--- config.mk ---
export PLATFORM = sky130hd
export DESIGN_NAME = router_fsm_nch
export DESIGN_NICKNAME = d
export VERILOG_FILES = /design/src/rtl/router_pkg.sv /design/src/rtl/router_wait_timer.sv /design/src/rtl/router_fsm_nch.sv
export SDC_FILE = /design/constraint.sdc
export NUM_CORES = 1
export LEC_CHECK = 0
export CAP_MARGIN = 20
export CORE_MARGIN = 4
export CORE_UTILIZATION = 43
export CTS_CLUSTER_SIZE = 24
export DETAILED_ROUTE_END_ITERATION = 7
export GPL_TIMING_DRIVEN = 1
export PLACE_DENSITY = 0.86
export SLEW_MARGIN = 25
export SYNTH_ARGS = -nofsm -noshare
export SYNTH_HDL_FRONTEND = slang
export SYNTH_SLANG_ARGS = --single-unit
export TNS_END_PERCENT = 20
--- constraint.sdc ---
create_clock -name clock -period 1.8 [get_ports clock]
set_input_delay 0.36 -clock clock [delete_from_list [all_inputs] [get_ports clock]]
set_output_delay 0.36 -clock clock [all_outputs]
set_load 0.01 [all_outputs]
--- src/rtl/router_pkg.sv ---
// Shared types and helpers for the N-channel router control FSM.
package router_pkg;

    typedef enum logic [3:0] {
        DECODE       = 4'd0,
        LFD          = 4'd1,
        LOAD         = 4'd2,
        LOAD_PARITY  = 4'd3,
        CHECK_PARITY = 4'd4,
        FULL         = 4'd5,
        LAF          = 4'd6,
        WAIT_EMPTY   = 4'd7,
        DROP         = 4'd8
    } router_state_e;

    function automatic int clog2(input int value);
        int r;
        r = 0;
        for (int v = value - 1; v > 0; v = v >> 1) r++;
        return r;
    endfunction

endpackage

--- src/rtl/router_wait_timer.sv ---
// Cycle counter for the WAIT_EMPTY state; flags expiry on the last allowed cycle.
module router_wait_timer
    import router_pkg::*;
#(
    parameter int WAIT_TMO = 64
) (
    input  logic clock,
    input  logic resetn,
    input  logic clear,
    input  logic enable,
    output logic expired
);

    localparam int CW = (clog2(WAIT_TMO) < 1) ? 1 : clog2(WAIT_TMO);

    logic [CW-1:0] cnt;

    always_ff @(posedge clock) begin
        if (!resetn)
            cnt <= '0;
        else if (clear)
            cnt <= '0;
        else if (enable)
            cnt <= cnt + CW'(1);
    end

    assign expired = enable && (cnt == CW'(WAIT_TMO - 1));

endmodule

--- src/rtl/router_fsm_nch.sv ---
// 1-to-NUM_CH router controller: header decode, write steering, full/parity
// sequencing, invalid-address dropping and bounded wait-for-empty.
module router_fsm_nch
    import router_pkg::*;
#(
    parameter int NUM_CH   = 3,
    parameter int ADDR_W   = 2,
    parameter int DATA_W   = 8,
    parameter int WAIT_TMO = 64
) (
    input  logic              clock,
    input  logic              resetn,
    input  logic              pkt_valid,
    input  logic [DATA_W-1:0] data_in,
    input  logic              parity_done,
    input  logic              low_pkt_valid,
    input  logic [NUM_CH-1:0] fifo_full,
    input  logic [NUM_CH-1:0] fifo_empty,
    input  logic [NUM_CH-1:0] soft_reset,
    output logic              detect_add,
    output logic              lfd_state,
    output logic              ld_state,
    output logic              laf_state,
    output logic              full_state,
    output logic              rst_int_reg,
    output logic              busy,
    output logic              write_enb_reg,
    output logic [NUM_CH-1:0] dest_sel,
    output logic              drop_state,
    output logic              drop_evt
);

    router_state_e     state, nxt;
    logic [ADDR_W-1:0] addr_q, nxt_addr, hdr_addr;
    logic              hdr_valid, hdr_empty;
    logic              sel_full, sel_empty, sel_srst;
    logic              wait_clr, wait_en, wait_exp;

    assign hdr_addr  = data_in[ADDR_W-1:0];
    assign hdr_valid = 32'(hdr_addr) < NUM_CH;

    generate
        if (DATA_W > ADDR_W) begin : g_unused
            logic unused_hdr_bits;
            assign unused_hdr_bits = ^data_in[DATA_W-1:ADDR_W];
        end
    endgenerate

    function automatic logic [NUM_CH-1:0] onehot(input logic [ADDR_W-1:0] a);
        logic [NUM_CH-1:0] v;
        v = '0;
        for (int i = 0; i < NUM_CH; i++)
            if (a == ADDR_W'(i)) v[i] = 1'b1;
        return v;
    endfunction

    // Compare-based muxing keeps out-of-range addresses (DROP packets) harmless.
    always_comb begin
        sel_full  = 1'b0;
        sel_empty = 1'b0;
        sel_srst  = 1'b0;
        hdr_empty = 1'b0;
        for (int i = 0; i < NUM_CH; i++) begin
            if (addr_q == ADDR_W'(i)) begin
                sel_full  = fifo_full[i];
                sel_empty = fifo_empty[i];
                sel_srst  = soft_reset[i];
            end
            if (hdr_addr == ADDR_W'(i))
                hdr_empty = fifo_empty[i];
        end
    end

    always_comb begin
        nxt      = state;
        nxt_addr = addr_q;
        case (state)
            DECODE: if (pkt_valid) begin
                nxt_addr = hdr_addr;
                if (!hdr_valid)     nxt = DROP;
                else if (hdr_empty) nxt = LFD;
                else                nxt = WAIT_EMPTY;
            end
            LFD:          nxt = LOAD;
            LOAD:         if (sel_full) nxt = FULL;
                          else if (!pkt_valid) nxt = LOAD_PARITY;
            LOAD_PARITY:  nxt = CHECK_PARITY;
            CHECK_PARITY: nxt = sel_full ? FULL : DECODE;
            FULL:         if (!sel_full) nxt = LAF;
            LAF:          if (parity_done) nxt = DECODE;
                          else if (low_pkt_valid) nxt = LOAD_PARITY;
                          else nxt = LOAD;
            WAIT_EMPTY:   if (sel_empty) nxt = LFD;
                          else if (wait_exp) nxt = DROP;
            DROP:         if (!pkt_valid) nxt = DECODE;
            default:      nxt = DECODE;
        endcase
        // A channel's read-timeout aborts only the packet bound for that channel.
        if (sel_srst && state != DECODE && state != DROP)
            nxt = DECODE;
    end

    assign wait_clr = (nxt == WAIT_EMPTY) && (state != WAIT_EMPTY);
    assign wait_en  = (state == WAIT_EMPTY);

    router_wait_timer #(.WAIT_TMO(WAIT_TMO)) u_wait_timer (
        .clock   (clock),
        .resetn  (resetn),
        .clear   (wait_clr),
        .enable  (wait_en),
        .expired (wait_exp)
    );

    // Outputs are decoded from the next state so they line up with the state register.
    always_ff @(posedge clock) begin
        if (!resetn) begin
            state         <= DECODE;
            addr_q        <= '0;
            detect_add    <= 1'b1;
            lfd_state     <= 1'b0;
            ld_state      <= 1'b0;
            laf_state     <= 1'b0;
            full_state    <= 1'b0;
            rst_int_reg   <= 1'b0;
            busy          <= 1'b0;
            write_enb_reg <= 1'b0;
            dest_sel      <= '0;
            drop_state    <= 1'b0;
            drop_evt      <= 1'b0;
        end else begin
            state         <= nxt;
            addr_q        <= nxt_addr;
            detect_add    <= (nxt == DECODE);
            lfd_state     <= (nxt == LFD);
            ld_state      <= (nxt == LOAD);
            laf_state     <= (nxt == LAF);
            full_state    <= (nxt == FULL);
            rst_int_reg   <= (nxt == CHECK_PARITY);
            busy          <= nxt inside {LFD, LOAD_PARITY, CHECK_PARITY, FULL, LAF, WAIT_EMPTY};
            write_enb_reg <= nxt inside {LOAD, LOAD_PARITY, LAF};
            dest_sel      <= (nxt == DECODE || nxt == DROP) ? '0 : onehot(nxt_addr);
            drop_state    <= (nxt == DROP);
            drop_evt      <= (nxt == DROP) && (state != DROP);
        end
    end

endmodule

==> impl_metrics.csv <==
group,metric,value,unit
logic_synthesis,synthesis.instances,139,
clock_tree,cts_hold_buf,0,
global_route,grt_overflow,0,
clock_tree,clkSlewWorstSetupHoldPaths,0.15,ns
clock_tree,cts_max_level,1,
route,dr.pass1.iters,4,
worst_setup_path,crit_type,"reg -> reg",
clock_tree,numCtsBuffers,3,
global_route,track_usage,19.4,%
sta,rsz0062_at_grt,"yes",
placement,placedCellCount,215,
layout,ff_latch_area,515,µm²
sta,max_freq,529,MHz
job,drv_cap,0,
run_status,violations,"setup timing",
route,highest_layer,"met4",
logic_synthesis,synth_top_family_by_area,"compound AO/OA/AOI/OAI gates",
logic_synthesis,synth-seq-cells,25,
floorplan,num_io_pins,35,
worst_setup_path,rr_startpoint,"u_wait_timer.cnt[0]$_SDFFE_PP0P_",
global_route,grt_max_degree,16,
global_route,first_global_vias,1319,
route,drt_iter0_drc,88,
worst_setup_path,endpoint_kind,"register",
floorplan,die_area,0.00395,mm²
route,wl_met3,260,µm
placement,dp_hpwl,2.57,mm
worst_setup_path,crit_start,"u_wait_timer.cnt[0]$_SDFFE_PP0P_",
sta,hold_violations,0,
layout,drive_gt1_share,36.5,%
logic_synthesis,async_flop_share,0,%
min_path,whs_path_depth,2,
layout,fin_util,69.7,%
logic_synthesis,syn_area,0.00129,mm²
route,wirelength,4.07,mm
sta,maxSlewViolCount,0,
floorplan,core,0.00281,mm²
worst_setup_path,reg2reg_depth,8,
global_route,grt_pass1_wl,6.22,mm
logic_synthesis,synth-edff-count,0,
layout,largest_register_ffs,6,
route,wire_per_inst,18.5,µm
logic_synthesis,ys_seq_area_share,38.7,%
layout,fillers,199,
logic_synthesis,synth.avg_cell_area,9.31,µm²
layout,synthToLayoutAreaGrowth,51.2,%
worst_setup_path,critPathCapture,"dest_sel[1]$_SDFF_PP0_",
worst_setup_path,cp_data_arrival_time,2.14,ns
worst_setup_path,r2r_end,"dest_sel[1]$_SDFF_PP0_",
route,viasPerCell,6.04,
worst_setup_path,required,2.05,ns
power_and_ir_drop,ir_drop,1030,µV
global_route,antenna_found_initial,0,
sta,fin_crit,1.89,ns
logic_synthesis,synth-compound-area-share,23.2,%
layout,largest_register,"u_wait_timer.cnt",
sta,period_share,105,%
power_and_ir_drop,p_leak,0.000743,µW
power_and_ir_drop,finalPower,2710,µW
power_and_ir_drop,powerDensity,1390,mW/mm²
worst_setup_path,start_kind,"register",
floorplan,start_util,46.1,%
min_path,worstHoldPathType,"reg -> reg",
floorplan,dieHeight,62.9,µm
sta,holdWs,0.587,ns
placement,portBuffers,28,
clock_tree,clock_latency,0.34,ns
clock_tree,cts_max_path_buffers,2,
logic_synthesis,syn_nets,162,
route,vias,1329,
logic_synthesis,yosysTopAreaCellShare,38.7,%
worst_setup_path,cp_max_fo,5,
clock_tree,cts_tree,"done",
layout,largestRegisters,"u_wait_timer.cnt (6), state (4), dest_sel (3)",
placement,pre_cts_slack,-0.435,ns
sta,maxSlewHeadroom,69.2,%
logic_synthesis,muxShareOfSynthArea,5.61,%
logic_synthesis,synthAdderAreaFrac,0.967,%
logic_synthesis,synth_cell_type_count,47,
route,drc,0,
placement,place_congestion,0.997,
logic_synthesis,synth_warnings,0,
sta,worstMarginPinSlew,0.461,ns
layout,multi_input_area,866,µm²
clock_tree,clockRootBuffer,"clkbuf_4",
layout,n_antenna_cell,0,
sta,fin_ws,-0.0920,ns
logic_synthesis,yosysTopAreaCell,"dfxtp_1",
layout,mostFrequentLayoutCells,"clkdlybuf4s50_1, buf_4, dfxtp_1",
layout,fin_cells,220,
logic_synthesis,synthSimpleGateAreaFrac,22.0,%
floorplan,num_rows,19,
run_status,status,"finished, violations left",
route,wl_met2,1.95,mm
layout,layout.nets,213,
logic_synthesis,synth_top_flop_cell,"dfxtp_1",
route,ant_nets,0,
floorplan,dieWidth,62.9,µm
sta,fin_skew,0.0127,ns
route,met1_length,1.72,mm
clock_tree,cts.sinks,25,
logic_synthesis,synth.area.top_cells,"dfxtp_1, nor2_1, mux2i_1",
logic_synthesis,synth_xor_xnor_area_share,4.06,%
sta,setup_viol,7,
worst_setup_path,reg2reg_slack,-0.09,ns
critical path, cell delays in order, from the launching register on:
cell	delay [ns]
dfxtp_2	0.37
ha_4	0.16
and3_4	0.19
a31oi_1	0.20
o32a_1	0.21
buf_4	0.13
o21ai_1	0.06
buf_4	0.17
a311oi_1	0.30
report_power, final:
part / total (µW) / internal (µW) / switching, µW
registers: 815 / 687 / 128
clock network: 274 / 85.3 / 189
logic: 1620 / 800 / 820
total: 2710 / 1570 / 1140
cell families after synthesis:
family	count (synthesis)
AND/OR/NAND/NOR	51
multiplexers	7
XOR/XNOR	6
adder cells (fa/ha/maj)	1
buffers and inverters	14
AO/OA/AOI/OAI	35
flip-flops	25
worst min-delay path by stage:
stage | startpoint | slack (ns) | end
2_1_floorplan | u_wait_timer.cnt[1]$_SDFFE_PP0P_ | 0.45 | u_wait_timer.cnt[1]$_SDFFE_PP0P_
3_3_place_gp | u_wait_timer.cnt[4]$_SDFFE_PP0P_ | 0.52 | u_wait_timer.cnt[4]$_SDFFE_PP0P_
3_5_place_dp | u_wait_timer.cnt[4]$_SDFFE_PP0P_ | 0.55 | u_wait_timer.cnt[4]$_SDFFE_PP0P_
4_1_cts | state[3]$_SDFF_PN0_ | 0.58 | drop_evt$_SDFF_PN0_
5_1_grt | data_in[0] | 0.62 | addr_q[0]$_SDFF_PN0_
6_report | u_wait_timer.cnt[4]$_SDFFE_PP0P_ | 0.59 | u_wait_timer.cnt[4]$_SDFFE_PP0P_
stage by stage:
step / area (µm²) / TNS, ns
6_report: 1960 / -0.185
5_1_grt: 1960 / -0.716
4_1_cts: 1850 / 0
3_5_place_dp: 1750 / -7.09
3_3_place_gp: 1750 / -5.99
2_1_floorplan: 1290 / -0.00594
layout make-up:
cell class,instances,area share (%)
multi-input combinational,100,44.3
sequential,25,26.4
timing repair buffer,54,24.7
tap,31,1.98
clock buffer,3,1.15
inverter,6,1.15
clock inverter,1,0.384
cells in the mapped netlist (3+ instances only):
cell,instances
a21oi_1,6
a311oi_1,4
and3_1,4
buf_2,3
dfxtp_1,25
inv_1,6
mux2i_1,5
nand2_1,7
nand3_1,4
nand3b_1,4
nor2_1,15
nor4_1,4
o2111ai_1,4
o21ai_0,4
xor2_1,4
timing repair:
action / CTS / global route
endpoints found under the hold margin: 0 / 0
pin swaps: 6 / 5
gates resized for setup: 20 / 25
buffers inserted: 1 / 0
endpoints found under the setup margin: 16 / 15
per-layer routing:
| layer | global-route usage (%) | up-vias |
|---|---|---|
| li1 | - | 620 |
| met1 | 23.1 | 630 |
| met2 | 31.6 | 65 |
| met3 | 4.68 | 14 |
| met4 | 11.6 | 0 |
| met5 | 0 | - |
Note: power is estimated with default switching activity, not from simulation.
